`src/rtl/fifoi_pkg.sv`:
```
// Shared definitions for the fifoi read-side scheduler: state codes,
// channel indices, counter width and the device-kind length table.
package fifoi_pkg;

  localparam int LEN_W = 12;

  // Debug-visible state codes (driven on the so port)
  localparam logic [7:0] SC_IDLE = 8'h11;
  localparam logic [7:0] SC_WAIT = 8'h21;
  localparam logic [7:0] SC_LOAD = 8'h12;
  localparam logic [7:0] SC_SEL  = 8'h22;
  localparam logic [7:0] SC_RDEN = 8'h41;
  localparam logic [7:0] SC_CAPT = 8'h42;
  localparam logic [7:0] SC_SEND = 8'h44;
  localparam logic [7:0] SC_CSUM = 8'h48;
  localparam logic [7:0] SC_DONE = 8'h81;
  localparam logic [7:0] SC_ERR  = 8'h82;

  // Channel indices into fifoi_rxen / fifoi_empty / fifoi_rxd byte lanes
  localparam logic CH0 = 1'b0;
  localparam logic CH1 = 1'b1;

  typedef enum logic [7:0] {
    ST_IDLE = SC_IDLE,
    ST_WAIT = SC_WAIT,
    ST_LOAD = SC_LOAD,
    ST_SEL  = SC_SEL,
    ST_RDEN = SC_RDEN,
    ST_CAPT = SC_CAPT,
    ST_SEND = SC_SEND,
    ST_CSUM = SC_CSUM,
    ST_DONE = SC_DONE,
    ST_ERR  = SC_ERR
  } state_e;

  // Per-device byte counts, returned as {len1, len0}
  function automatic logic [2*LEN_W-1:0] len_lut(input logic [1:0] dev_type);
    logic [2*LEN_W-1:0] r;
    case (dev_type)
      2'b00:   r = {LEN_W'(8'h00), LEN_W'(8'h00)};
      2'b01:   r = {LEN_W'(8'h20), LEN_W'(8'h00)};
      2'b10:   r = {LEN_W'(8'h40), LEN_W'(8'h00)};
      2'b11:   r = {LEN_W'(8'h40), LEN_W'(8'h40)};
      default: r = {(2*LEN_W){1'b0}};
    endcase
    return r;
  endfunction

endpackage

```
`src/rtl/fifoi_read_sched.sv`:
```
// Read-side scheduler for the two per-chip fifoi sample FIFOs.
// Drains channel 1 then channel 0 by the per-device byte count and
// serialises the bytes onto one valid/ready byte stream, then raises fd.
// Optional trailing XOR checksum byte: define FIFOI_CHECKSUM_EN.
// The FIFO read enable is a registered output, so the FIFO data for a
// read shows up one cycle after the enable cycle; CAPT therefore spans
// two cycles (enable cycle, then data cycle).
module fifoi_read_sched
  import fifoi_pkg::*;
#(
  parameter int TO_CYC = 1024,
  parameter int LEN_W  = fifoi_pkg::LEN_W
) (
  input  logic        clk,
  input  logic        rst,
  input  logic        fs,
  output logic        fd,
  output logic        err,
  input  logic [1:0]  dev_type,
  output logic [1:0]  fifoi_rxen,
  input  logic [15:0] fifoi_rxd,
  input  logic [1:0]  fifoi_empty,
  output logic [7:0]  dout,
  output logic        dout_vld,
  input  logic        dout_rdy,
  output logic [7:0]  so
);

  localparam int PW   = fifoi_pkg::LEN_W;
  localparam int TO_W = $clog2(TO_CYC) + 1;
  localparam logic [TO_W-1:0] TO_LAST = TO_W'(TO_CYC - 1);

  state_e            state_q;
  logic              ch_q;
  logic              capt_ph_q;
  logic [LEN_W-1:0]  len1_q;
  logic [LEN_W-1:0]  len0_q;
  logic [TO_W-1:0]   to_cnt_q;
  logic              fd_q;
  logic              err_q;
  logic [7:0]        dout_q;
  logic              dout_vld_q;
  logic [1:0]        rxen_q;
`ifdef FIFOI_CHECKSUM_EN
  logic [7:0]        csum_q;
  logic              sent_q;
`endif

  logic [2*PW-1:0]   lut_s;
  logic [7:0]        rxd_byte_s;
  logic              empty_sel_s;

  assign lut_s       = len_lut(dev_type);
  assign rxd_byte_s  = (ch_q == CH1) ? fifoi_rxd[15:8] : fifoi_rxd[7:0];
  assign empty_sel_s = fifoi_empty[ch_q];

  assign fd         = fd_q;
  assign err        = err_q;
  assign dout       = dout_q;
  assign dout_vld   = dout_vld_q;
  assign fifoi_rxen = rxen_q;
  assign so         = state_q;

  // Scheduler FSM with its counters and registered outputs
  always_ff @(posedge clk or posedge rst) begin
    if (rst) begin
      state_q    <= ST_IDLE;
      ch_q       <= CH1;
      capt_ph_q  <= 1'b0;
      len1_q     <= '0;
      len0_q     <= '0;
      to_cnt_q   <= '0;
      fd_q       <= 1'b0;
      err_q      <= 1'b0;
      dout_q     <= 8'h00;
      dout_vld_q <= 1'b0;
      rxen_q     <= 2'b00;
`ifdef FIFOI_CHECKSUM_EN
      csum_q     <= 8'h00;
      sent_q     <= 1'b0;
`endif
    end else begin
      case (state_q)
        ST_IDLE: begin
          fd_q       <= 1'b0;
          err_q      <= 1'b0;
          dout_vld_q <= 1'b0;
          rxen_q     <= 2'b00;
          state_q    <= ST_WAIT;
        end

        ST_WAIT: begin
          if (fs) state_q <= ST_LOAD;
        end

        ST_LOAD: begin
          // Lengths are frozen here; later dev_type changes wait for next frame
          len1_q  <= LEN_W'(lut_s[2*PW-1:PW]);
          len0_q  <= LEN_W'(lut_s[PW-1:0]);
`ifdef FIFOI_CHECKSUM_EN
          csum_q  <= 8'h00;
          sent_q  <= 1'b0;
`endif
          state_q <= ST_SEL;
        end

        ST_SEL: begin
          to_cnt_q <= '0;
          if (len1_q != '0) begin
            ch_q    <= CH1;
            state_q <= ST_RDEN;
          end else if (len0_q != '0) begin
            ch_q    <= CH0;
            state_q <= ST_RDEN;
`ifdef FIFOI_CHECKSUM_EN
          end else if (sent_q) begin
            dout_q     <= csum_q;
            dout_vld_q <= 1'b1;
            state_q    <= ST_CSUM;
`endif
          end else begin
            fd_q    <= 1'b1;
            state_q <= ST_DONE;
          end
        end

        ST_RDEN: begin
          if (!empty_sel_s) begin
            rxen_q[ch_q] <= 1'b1;
            if (ch_q == CH1) len1_q <= len1_q - LEN_W'(1);
            else             len0_q <= len0_q - LEN_W'(1);
            to_cnt_q  <= '0;
            capt_ph_q <= 1'b0;
            state_q   <= ST_CAPT;
          end else if (to_cnt_q == TO_LAST) begin
            err_q   <= 1'b1;
            len1_q  <= '0;
            len0_q  <= '0;
            state_q <= ST_ERR;
          end else begin
            to_cnt_q <= to_cnt_q + TO_W'(1);
          end
        end

        ST_CAPT: begin
          // First cycle: enable is on the FIFO; second cycle: its data is valid
          rxen_q <= 2'b00;
          if (!capt_ph_q) begin
            capt_ph_q <= 1'b1;
          end else begin
            dout_q     <= rxd_byte_s;
            dout_vld_q <= 1'b1;
            state_q    <= ST_SEND;
          end
        end

        ST_SEND: begin
          if (dout_rdy) begin
            dout_vld_q <= 1'b0;
`ifdef FIFOI_CHECKSUM_EN
            csum_q     <= csum_q ^ dout_q;
            sent_q     <= 1'b1;
`endif
            state_q    <= ST_SEL;
          end
        end

`ifdef FIFOI_CHECKSUM_EN
        ST_CSUM: begin
          if (dout_rdy) begin
            dout_vld_q <= 1'b0;
            fd_q       <= 1'b1;
            state_q    <= ST_DONE;
          end
        end
`endif

        ST_DONE: begin
          rxen_q <= 2'b00;
          if (!fs) begin
            fd_q    <= 1'b0;
            state_q <= ST_WAIT;
          end
        end

        ST_ERR: begin
          dout_vld_q <= 1'b0;
          rxen_q     <= 2'b00;
          if (!fs) begin
            err_q   <= 1'b0;
            state_q <= ST_WAIT;
          end
        end

        default: begin
          fd_q       <= 1'b0;
          err_q      <= 1'b0;
          dout_vld_q <= 1'b0;
          rxen_q     <= 2'b00;
          state_q    <= ST_IDLE;
        end
      endcase
    end
  end

endmodule

```
`config.mk`:
```
export PLATFORM = sky130hd
export DESIGN_NAME = fifoi_read_sched
export DESIGN_NICKNAME = d
export VERILOG_FILES = /design/src/rtl/fifoi_pkg.sv /design/src/rtl/fifoi_read_sched.sv
export SDC_FILE = /design/constraint.sdc
export NUM_CORES = 1
export LEC_CHECK = 0
export BUFFER_PORTS_ARGS = -buffer_cell sky130_fd_sc_hd__buf_4
export CAP_MARGIN = 20
export CORE_ASPECT_RATIO = 1.75
export CORE_MARGIN = 2
export CORE_UTILIZATION = 40
export DETAILED_ROUTE_END_ITERATION = 7
export GPL_TIMING_DRIVEN = 0
export PLACE_DENSITY = 0.64
export SETUP_SLACK_MARGIN = 0.05
export SLEW_MARGIN = 0
export SYNTH_ARGS = -nofsm -noshare
export SYNTH_HDL_FRONTEND = slang
export SYNTH_SLANG_ARGS = --single-unit
export TNS_END_PERCENT = 20
```
`constraint.sdc`:
```
create_clock -name clk -period 3.47 [get_ports clk]
set_input_delay 0.5205 -clock clk [delete_from_list [all_inputs] [get_ports clk]]
set_output_delay 0.5205 -clock clk [all_outputs]
set_load 0.05 [all_outputs]
```
* Word level (Yosys, flattened, before mapping)
Cells that the tools add are included.
** Operators by class
- Eq/ne operators :: 28
- Bitwise logic cells :: 5
- Mux-type cells :: 41
- Magnitude comparators :: 2
- Add/sub/neg operators :: 3
- Reductions and logical operators :: 24
** Operator list (count)
- $pmux W24 S4 :: 1
- $mux W8 :: 9
- $pmux W8 S8 :: 1
- $mux W12 :: 5
- $pmux W12 S2 :: 2
- $eq A8 B7 Y1 const B :: 3
- $reduce_bool A12 Y1 :: 2
- $sub A12 B1 Y12 const B :: 2
- $mux W11 :: 2
- $ne A2 B2 Y1 const B :: 11
- $pmux W11 S2 :: 1
- $eq A8 B5 Y1 const B :: 2
- $eq A8 B6 Y1 const B :: 2
- $eq A8 B8 Y1 const B :: 2
- $mux W1 :: 13
- $ne A3 B3 Y1 const B :: 4
- $reduce_or A6 Y1 :: 2
- $add A11 B1 Y11 const B :: 1
- $eq A11 B10 Y1 const B :: 1
- $reduce_and A2 Y1 :: 5
- $pmux W1 S3 :: 3
- $reduce_and A3 Y1 :: 3
- $reduce_and A4 Y1 :: 2
- $reduce_bool A2 Y1 :: 4
- other kinds (16) :: 20
** Storage, ports and cells
- Register bits :: 58
- Output and inout port bits :: 21
- Bits of input ports :: 24
- Word-level logic and storage cells :: 114

* Longest topological paths before layout
Gate-level depths: netlist of the first run.
- Depth in word-level cells :: 7
- Mapped depth :: 8
- Gate-level depth less buffers :: 7

* Least setup slack after synthesis of the first run
OpenSTA, ideal clock, no wires.
- Path kind :: register -> register
- From :: register state_q[0] (netlist: so[0])
- To :: register len0_q[11]
- Buffers on the path :: 2
- Slack :: 821 ps
- Setup time :: 92 ps
- Arrival time :: 2558 ps
- Stages on the path, launching flop included :: 7
- Path through :: dfstp_2 > buf_2 > or4b_4 > or4_4 > buf_6 > or3_4 > o31ai_2
** Between the ends
- Longest elaborated chain between the ends :: 3
- Elaborated cells between the ends (all ways) :: 7
- Those cells by class :: eq/ne (4); mux (1); reduce/logical (2)
** Ends and longest elaborated chain
- start, declared :: line fifoi_read_sched.sv:33 : state_e state_q;
- start signal, assigned :: line fifoi_read_sched.sv:67 : state_q <= ST_IDLE;
- start signal, assigned :: line fifoi_read_sched.sv:89 : state_q <= ST_WAIT;
- start signal, assigned :: line fifoi_read_sched.sv:93 : if (fs) state_q <= ST_LOAD;
- $eq A8 B7 Y1 or $eq A8 B5 Y1 (tied branches) :: line fifoi_read_sched.sv:83 : case (state_q)
- $ne A3 B3 Y1 (no source line) or $reduce_bool A2 Y1 (tied branches)
- $reduce_and A3 Y1 (no source line)
- end signal, assigned :: line fifoi_read_sched.sv:99 : len0_q <= LEN_W'(lut_s[PW-1:0]);
- end signal, assigned :: line fifoi_read_sched.sv:131 : else len0_q <= len0_q - LEN_W'(1);
- end, declared :: line fifoi_read_sched.sv:37 : logic [LEN_W-1:0] len0_q;
Parallel ways exist; a longest one is shown, timed or not.
A chain may end at the register's enable or synchronous reset.

* Final worst setup path of the first run
- From :: register state_q[0] (netlist: so[0])
- To :: register len1_q[10]
** Between the ends
- Longest elaborated chain between the ends :: 3
- Elaborated cells between the ends (all ways) :: 7
- Those cells by class :: eq/ne (4); mux (1); reduce/logical (2)
** Ends and longest elaborated chain
- $eq A8 B7 Y1 or $eq A8 B5 Y1 (tied branches) :: line fifoi_read_sched.sv:83
- $ne A3 B3 Y1 (no source line) or $reduce_bool A2 Y1 (tied branches)
- $reduce_and A3 Y1 (no source line)
- end signal, assigned :: line fifoi_read_sched.sv:98 : len1_q <= LEN_W'(lut_s[2*PW-1:PW]);
- end signal, assigned :: line fifoi_read_sched.sv:130 : if (ch_q == CH1) len1_q <= len1_q - LEN_W'(1);
- end, declared :: line fifoi_read_sched.sv:36 : logic [LEN_W-1:0] len1_q;
Parallel ways exist; a longest one is shown, timed or not.

==> run metrics, run 1 <==
GP Congestion=0.8461; htree depth=3; transition time of the tightest slew-check pin=0.9540 ns; Worst-Skew Late Latency=0.33 ns; I/O pin cnt=45; EDFF count, synth=0; sequential power share=33.0%; most common cell in the synthesized netlist=dfrtp_1; Cells after Synth=351; Place WS=about 0.52 ns; Adder-Cell Fraction of Synth Area=1.937%; maxcap violations=0; total grt overflow=0; Synth area leader=dfrtp_1; post-synthesis mux area share=under 10%; net switching power=965.2 uW; RSZ-0062 raised after global routing=no; CTS sink count=57; initial core utilization=40.83%; Peak Freq=about 0.34 GHz; IO buf count=43; outcome=finished, final reports clean; share of cells above drive strength 1=21.41%; WS Path Type=flop to flop; DR vias/cell=5.926; CTS tree=yes; Post-synth top cells=54 x dfrtp_1, 37 x nor2_1, 34 x nand2_1; maximum vdd drop=292.7 uV; gr usage total=20.45%; switching part of the total=35.37%; Power Density=683.2 nW/um^2; final setup margin=0.5121 ns; Clock Skew=~0.0084 ns; Slew headroom=between 30% and 40%; synthesized area=around 3200 sq um; largest fanout on the critical path=10; first-pass GRT wire length=13.80 mm; final hold viol count=0; Leakage Power=around 1.8 nW; Worst setup EP type=flop; setup_tns=0 ns; period utilisation layout=roughly 85%; Yosys warning total=0; Resize count post-CTS=0; ant diodes=0; XOR/XNOR share of the synthesized area=0.5424%; cts bufs inserted=9; Seq/Total Area, Yosys=44.29%; DP HPWL=6.102 mm; die height=approximately 120 microns; die width=71.92 microns; crit path DAT=3.18 ns; maximum clock insertion buffer count=2; largest net degree at the start of global routing=40; antenna violations before repair=0; synth unique cells=62; Pre-antenna DRT Iters=4; fillers=759; Setup-failing EPs final=0; detail-routed net length per standard cell=16.52 microns; row cnt=43; Detailed Route Iter0 Violations=300; clock power share=~33%; register clock-pin slew on the reported worst setup and hold paths=0.05 ns; simple-gate share of the synthesized area=22.20%; worst path required time=~3.7 ns; Comb pwr share=about 34%; Nets=roughly 440; top cells by area, synth=dfrtp_1 42%, nor2_1 4.3%, o21ai_0 4.2%; Post CTS Setup Buffer Count=0; drt total wl=8.275 mm; Final min period=2.958 ns; Compound-Gate Fraction of Synth Area=between 20% and 30%; syn_area_per_cell=roughly 9.2 sq um; Max Slew Vio Count=0; async set-reset flop share out of synthesis=between 90% and 100%; largest family of logic cells by synthesized area=compound AO/OA/AOI/OAI gates; CP Launch Type=flop; area grow syn2layout=23.67%; P_int=1.764 mW; Die ar.=8836 sq um; total number of vias=a little under 3k; syn nets=380; Routed Antenna Nets=0; Yosys reg bits=57; core box area=~8000 sq um; Post-CTS Hold Buffers=0; Worst Hold Class=primary input to asynchronous set/reset pin; drc violations=0; main flop type after synthesis=dfrtp_1; vias in the first global route=~3k; top cell type's share of synthesized area=between 40% and 50%; CTS root buf=clkbuf_16
through the flow:
step | cell area, sq um | hold WS (ns) | util [%] | cells | power [mW]
finish | 3994 | 0.1962 | 50.50 | 501 | 2.729
global route | 3994 | 0.2208 | 50.50 | 501 | 2.894
CTS | 3994 | 0.2009 | 50.50 | 501 | 2.738
detailed placement | 3685 | 0.4724 | 46.59 | 485 | 1.817
global placement | 3665 | 0.4685 | 46.34 | 484 | 1.795
floorplan | 3229 | 0.4505 | - | 351 | 1.582
critical path, cell delays in order (launching register included):
cell	delay, ns
dfstp_2	0.53
buf_2	0.18
nor4b_1	0.46
buf_2	0.32
nand2_2	0.16
nor3_1	0.78
nand2_1	0.16
o41ai_1	0.27
routing by layer:
metal  track usage (%)  share of wire [%]  vias to the layer above
met3             5.255                3.6                       19
met4             9.788                2.7                        0
met1             22.61                 39                     1464
li1                  -                  -                     1420
met5                 0                  0                        -
met2             35.94                 55                       66
cells in the final DEF (no fill, tap or decap), drive strengths merged, types with 5 or more instances in the layout:
master | netlist | layout
a21o | 5 | 5
a21oi | 19 | 19
a31oi | 7 | 7
buf | 8 | 52
clkbuf | 9 | 23
dfrtp | 54 | 54
ha | 5 | 5
inv | 10 | 10
mux2i | 10 | 10
nand2 | 35 | 35
nand3 | 7 | 7
nor2 | 37 | 37
nor3 | 12 | 12
o21ai | 38 | 38
o31ai | 6 | 6
or3 | 5 | 5
or4 | 6 | 6
or4b | 5 | 5
power groups by stage:
stage / Combinational, mW / Clock [mW] / Sequential, mW
floorplan: 0.600 / 0 / 0.982
detailed placement: 0.910 / 0 / 0.907
global route: 1.02 / 0.958 / 0.917
CTS: 0.915 / 0.925 / 0.898
finish: 0.915 / 0.912 / 0.902
global placement: 0.890 / 0 / 0.905
flip-flops by register name (all words and copies together) (netlist names), 2 cells and up:
name / count
dout: 8
so: 7
len0_q: 12
fifoi_rxen: 2
len1_q: 12
to_cnt_q: 11
area by class of cell:
class                      count  area (sq um)  area share (%)
multi-input combinational    267          1668           41.76
sequential                    57          1430           35.81
timing repair buffer          44         342.8           8.584
clock buffer                  14         274.0           6.861
tap                           90         112.6           2.820
buffer                        17         93.84           2.350
inverter                      10         37.54          0.9398
clock inverter                 2         35.03          0.8772
path summary, 6_finish.rpt:
path	from	to	slack, ns	cells after the start
hold / removal	rst	to_cnt_q[2]$_DFFE_PP0P_	0.20	2
min in group clk	dout_rdy	so[2]$_DFFE_PP0P_	0.39	2
setup reg to reg	so[0]$_DFFE_PP1P_	len1_q[10]$_DFFE_PP0P_	0.51	7
setup / recovery	so[0]$_DFFE_PP1P_	len1_q[10]$_DFFE_PP0P_	0.51	7
hold reg to reg	dout[4]$_DFFE_PP0P_	dout[4]$_DFFE_PP0P_	0.48	2
max in group asynchronous	rst	ch_q$_DFFE_PP1P_	2.65	3
logic make-up (layout without fill, tap and decap cells):
logic type | after synthesis | in the layout
other cells | 1 | 1
fa+ha+maj | 5 | 5
flops | 57 | 57
compound gates | 111 | 111
xor+xnor | 2 | 2
buf+inv | 27 | 87
mux | 13 | 13
simple gates | 135 | 135
Note: power is estimated with default switching activity, not from simulation.
==> inputs of run 2 (changes only) <==
--- a/config.mk
+++ b/config.mk
@@ -12,9 +12,7 @@
 export CORE_UTILIZATION = 40
 export DETAILED_ROUTE_END_ITERATION = 7
 export GPL_TIMING_DRIVEN = 0
-export PLACE_DENSITY = 0.64
 export SETUP_SLACK_MARGIN = 0.05
-export SLEW_MARGIN = 0
 export SYNTH_ARGS = -nofsm -noshare
 export SYNTH_HDL_FRONTEND = slang
 export SYNTH_SLANG_ARGS = --single-unit
==> run 2 against run 1 <==
  * Critical endpoint unchanged
  * Largest cell class unchanged
  * Non-clock buffer count unchanged
  * Largest power group unchanged
  * Flip-flop and latch count unchanged
  * Critical path depth unchanged
  * Sequential power about the same
  * Setup slack improved by 0.098 ns
  * Cell count unchanged
==> run metrics, run 2 (same netlist as run 1, synthesis figures left out) <==
maximum clock insertion buffer count=2 (unchanged); slowest stage cell, crit path=nor3_1; core box area=7909 sq um (unchanged); total number of vias=2,923 (-1.5%); initial core utilization=40.83% (unchanged); Post CTS Setup Buffer Count=0 (unchanged); max incr delay on CP=0.75 ns (-0.03 ns); Worst Hold Class=primary input to asynchronous set/reset pin; placed cell count=485 (unchanged); Resize count post-CTS=0 (unchanged); crit path DAT=3.08 ns (-0.10 ns); row cnt=43 (unchanged); DR vias/cell=5.834 (-1.5%); Min Hold Slack=0.2819 ns (+0.08574 ns); post-route insts no fill=501 (unchanged); first-pass GRT wire length=13.91 mm (+0.80%); largest fanout on the critical path=10 (unchanged); gr usage total=20.38% (-0.069 points); Critical R2R Capture=len1_q[10]$_DFFE_PP0P_; register clock-pin slew on the reported worst setup and hold paths=0.05 ns (about the same); area grow syn2layout=22.63%; share of cells above drive strength 1=21.41% (unchanged); final hold viol count=0 (unchanged); DP HPWL=6.120 mm (+0.30%); Routed Antenna Nets=0 (unchanged); Die ar.=8836 sq um (unchanged); worst reg2reg setup slack=0.61 ns (+0.10 ns); detail-routed net length per standard cell=16.15 microns (-2.2%); CTS root buf=clkbuf_16; worst r2r path cells=7 (unchanged); most frequent cells in the layout=54 x dfrtp_1, 46 x buf_4, 37 x nor2_1; Post-CTS Hold Buffers=0 (unchanged); Pre-antenna DRT Iters=4 (unchanged); Worst-Skew Late Latency=0.33 ns (about the same); antenna violations before repair=0 (unchanged); htree depth=3 (unchanged); drt total wl=8.091 mm (-2.2%); CTS tree=yes; setup_tns=0 ns (unchanged); die height=122.9 microns (unchanged); Worst setup EP type=flop; CP Launch Type=flop; ant diodes=0 (unchanged); Power Density=663.1 nW/um^2 (-3.0%); RSZ-0062 raised after global routing=no; Peak Freq=0.3496 GHz (+3.4%); total grt overflow=0 (unchanged); CP most frequent cell=buf_2; period utilisation layout=82.43% (-2.8 points); Largest regs=len0_q x12, len1_q x12, to_cnt_q x11; IO buf count=43 (unchanged); Max Slew Vio Count=0 (unchanged); die width=71.92 microns (unchanged); Final min period=2.860 ns (-0.09769 ns); origin of the critical flop-to-flop path=so[0]$_DFFE_PP1P_; maximum vdd drop=355.7 uV (+21%); commonest non-fill, non-tap cell in the layout=dfrtp_1; GP Congestion=0.9158 (+8.2%); I/O pin cnt=45 (unchanged); Slew headroom=38.48% (+2.6 points); transition time of the tightest slew-check pin=0.9158 ns (-0.03826 ns); crit path cell chain=buf_2, nor4b_1, buf_2, nand2_2, nor3_1, nand2_1, o41ai_1; outcome=finished, final reports clean; Clock Skew=0.005275 ns (-0.003125 ns); Setup-failing EPs final=0 (unchanged); CTS sink count=57 (unchanged); worst path required time=3.69 ns (about the same); cts bufs inserted=9 (unchanged); maxcap violations=0 (unchanged); vias in the first global route=2,963 (+1.7%); Detailed Route Iter0 Violations=175 (-42%); drc violations=0 (unchanged); Nets=435 (unchanged); WS Path Type=flop to flop; Leakage Power=1.778 nW (-0.75%); largest net degree at the start of global routing=30 (-25%)
-- run 2: changes by cell type in the layout (fill, tap and decap cells not counted) --
cell and change:
clkbuf_8 -1, bufinv_16 -1, clkinv_2 +2
-- run 2: metal layers --
layer | share of wire, % | global-route usage, %
met5 | 0 | 0
met4 | 3.7 | 11.67
met3 | 4.5 | 4.926
met2 | 54 | 35.82
met1 | 38 | 21.87
-- run 2: worst max path at each step --
stage / start / endpoint / cells past startpoint / slack (ns)
floorplan: so[0]$_DFFE_PP1P_ / len0_q[11]$_DFFE_PP0P_ / 6 / 0.82
global placement: so[0]$_DFFE_PP1P_ / so[1]$_DFFE_PP0P_ / 6 / 0.61
detailed placement: so[0]$_DFFE_PP1P_ / len1_q[10]$_DFFE_PP0P_ / 7 / 0.61
CTS: so[0]$_DFFE_PP1P_ / len1_q[10]$_DFFE_PP0P_ / 7 / 0.60
global route: so[7]$_DFFE_PP0P_ / len1_q[10]$_DFFE_PP0P_ / 7 / 0.27
finish: so[0]$_DFFE_PP1P_ / len1_q[10]$_DFFE_PP0P_ / 7 / 0.61
-- run 2: cell type report --
class,instances,area (sq um)
inverters,10,37.54
multi-input cells,267,1668
flip-flops and latches,57,1430
clock buffers,13,260.3
repair buffers,44,342.8
fillers,760,3949
well taps,90,112.6
plain buffers,17,93.84
clock inverters,3,15.01
-- run 2: per-stage QoR --
stage	power, mW	area [sq um]	setup slack [ns]	util, %
after floorplan	1.582	3229	0.8206	-
after global placement	1.805	3665	0.6144	46.34
after detailed placement	1.826	3685	0.6057	46.59
after CTS	2.645	3960	0.6009	50.07
after global routing	2.779	3960	0.2670	50.07
final	2.626	3960	0.6098	50.07
-- run 2: where the power goes --
| part | total, mW | switching, mW | internal, mW |
|---|---|---|---|
| combinational | 0.916 | 0.551 | 0.364 |
| sequential | 0.903 | 0.116 | 0.787 |
| clock | 0.808 | 0.291 | 0.517 |
| total | 2.63 | 0.958 | 1.67 |
-- run 2: worst max-delay path: cells and delay by family, from the launching register on --
| family | cells | cell delay (ns) |
|---|---|---|
| and+or+nand+nor | 4 | 1.45 |
| buffers and inverters | 2 | 0.48 |
| DFF | 1 | 0.53 |
| AOI/OAI and AO/OA | 1 | 0.28 |
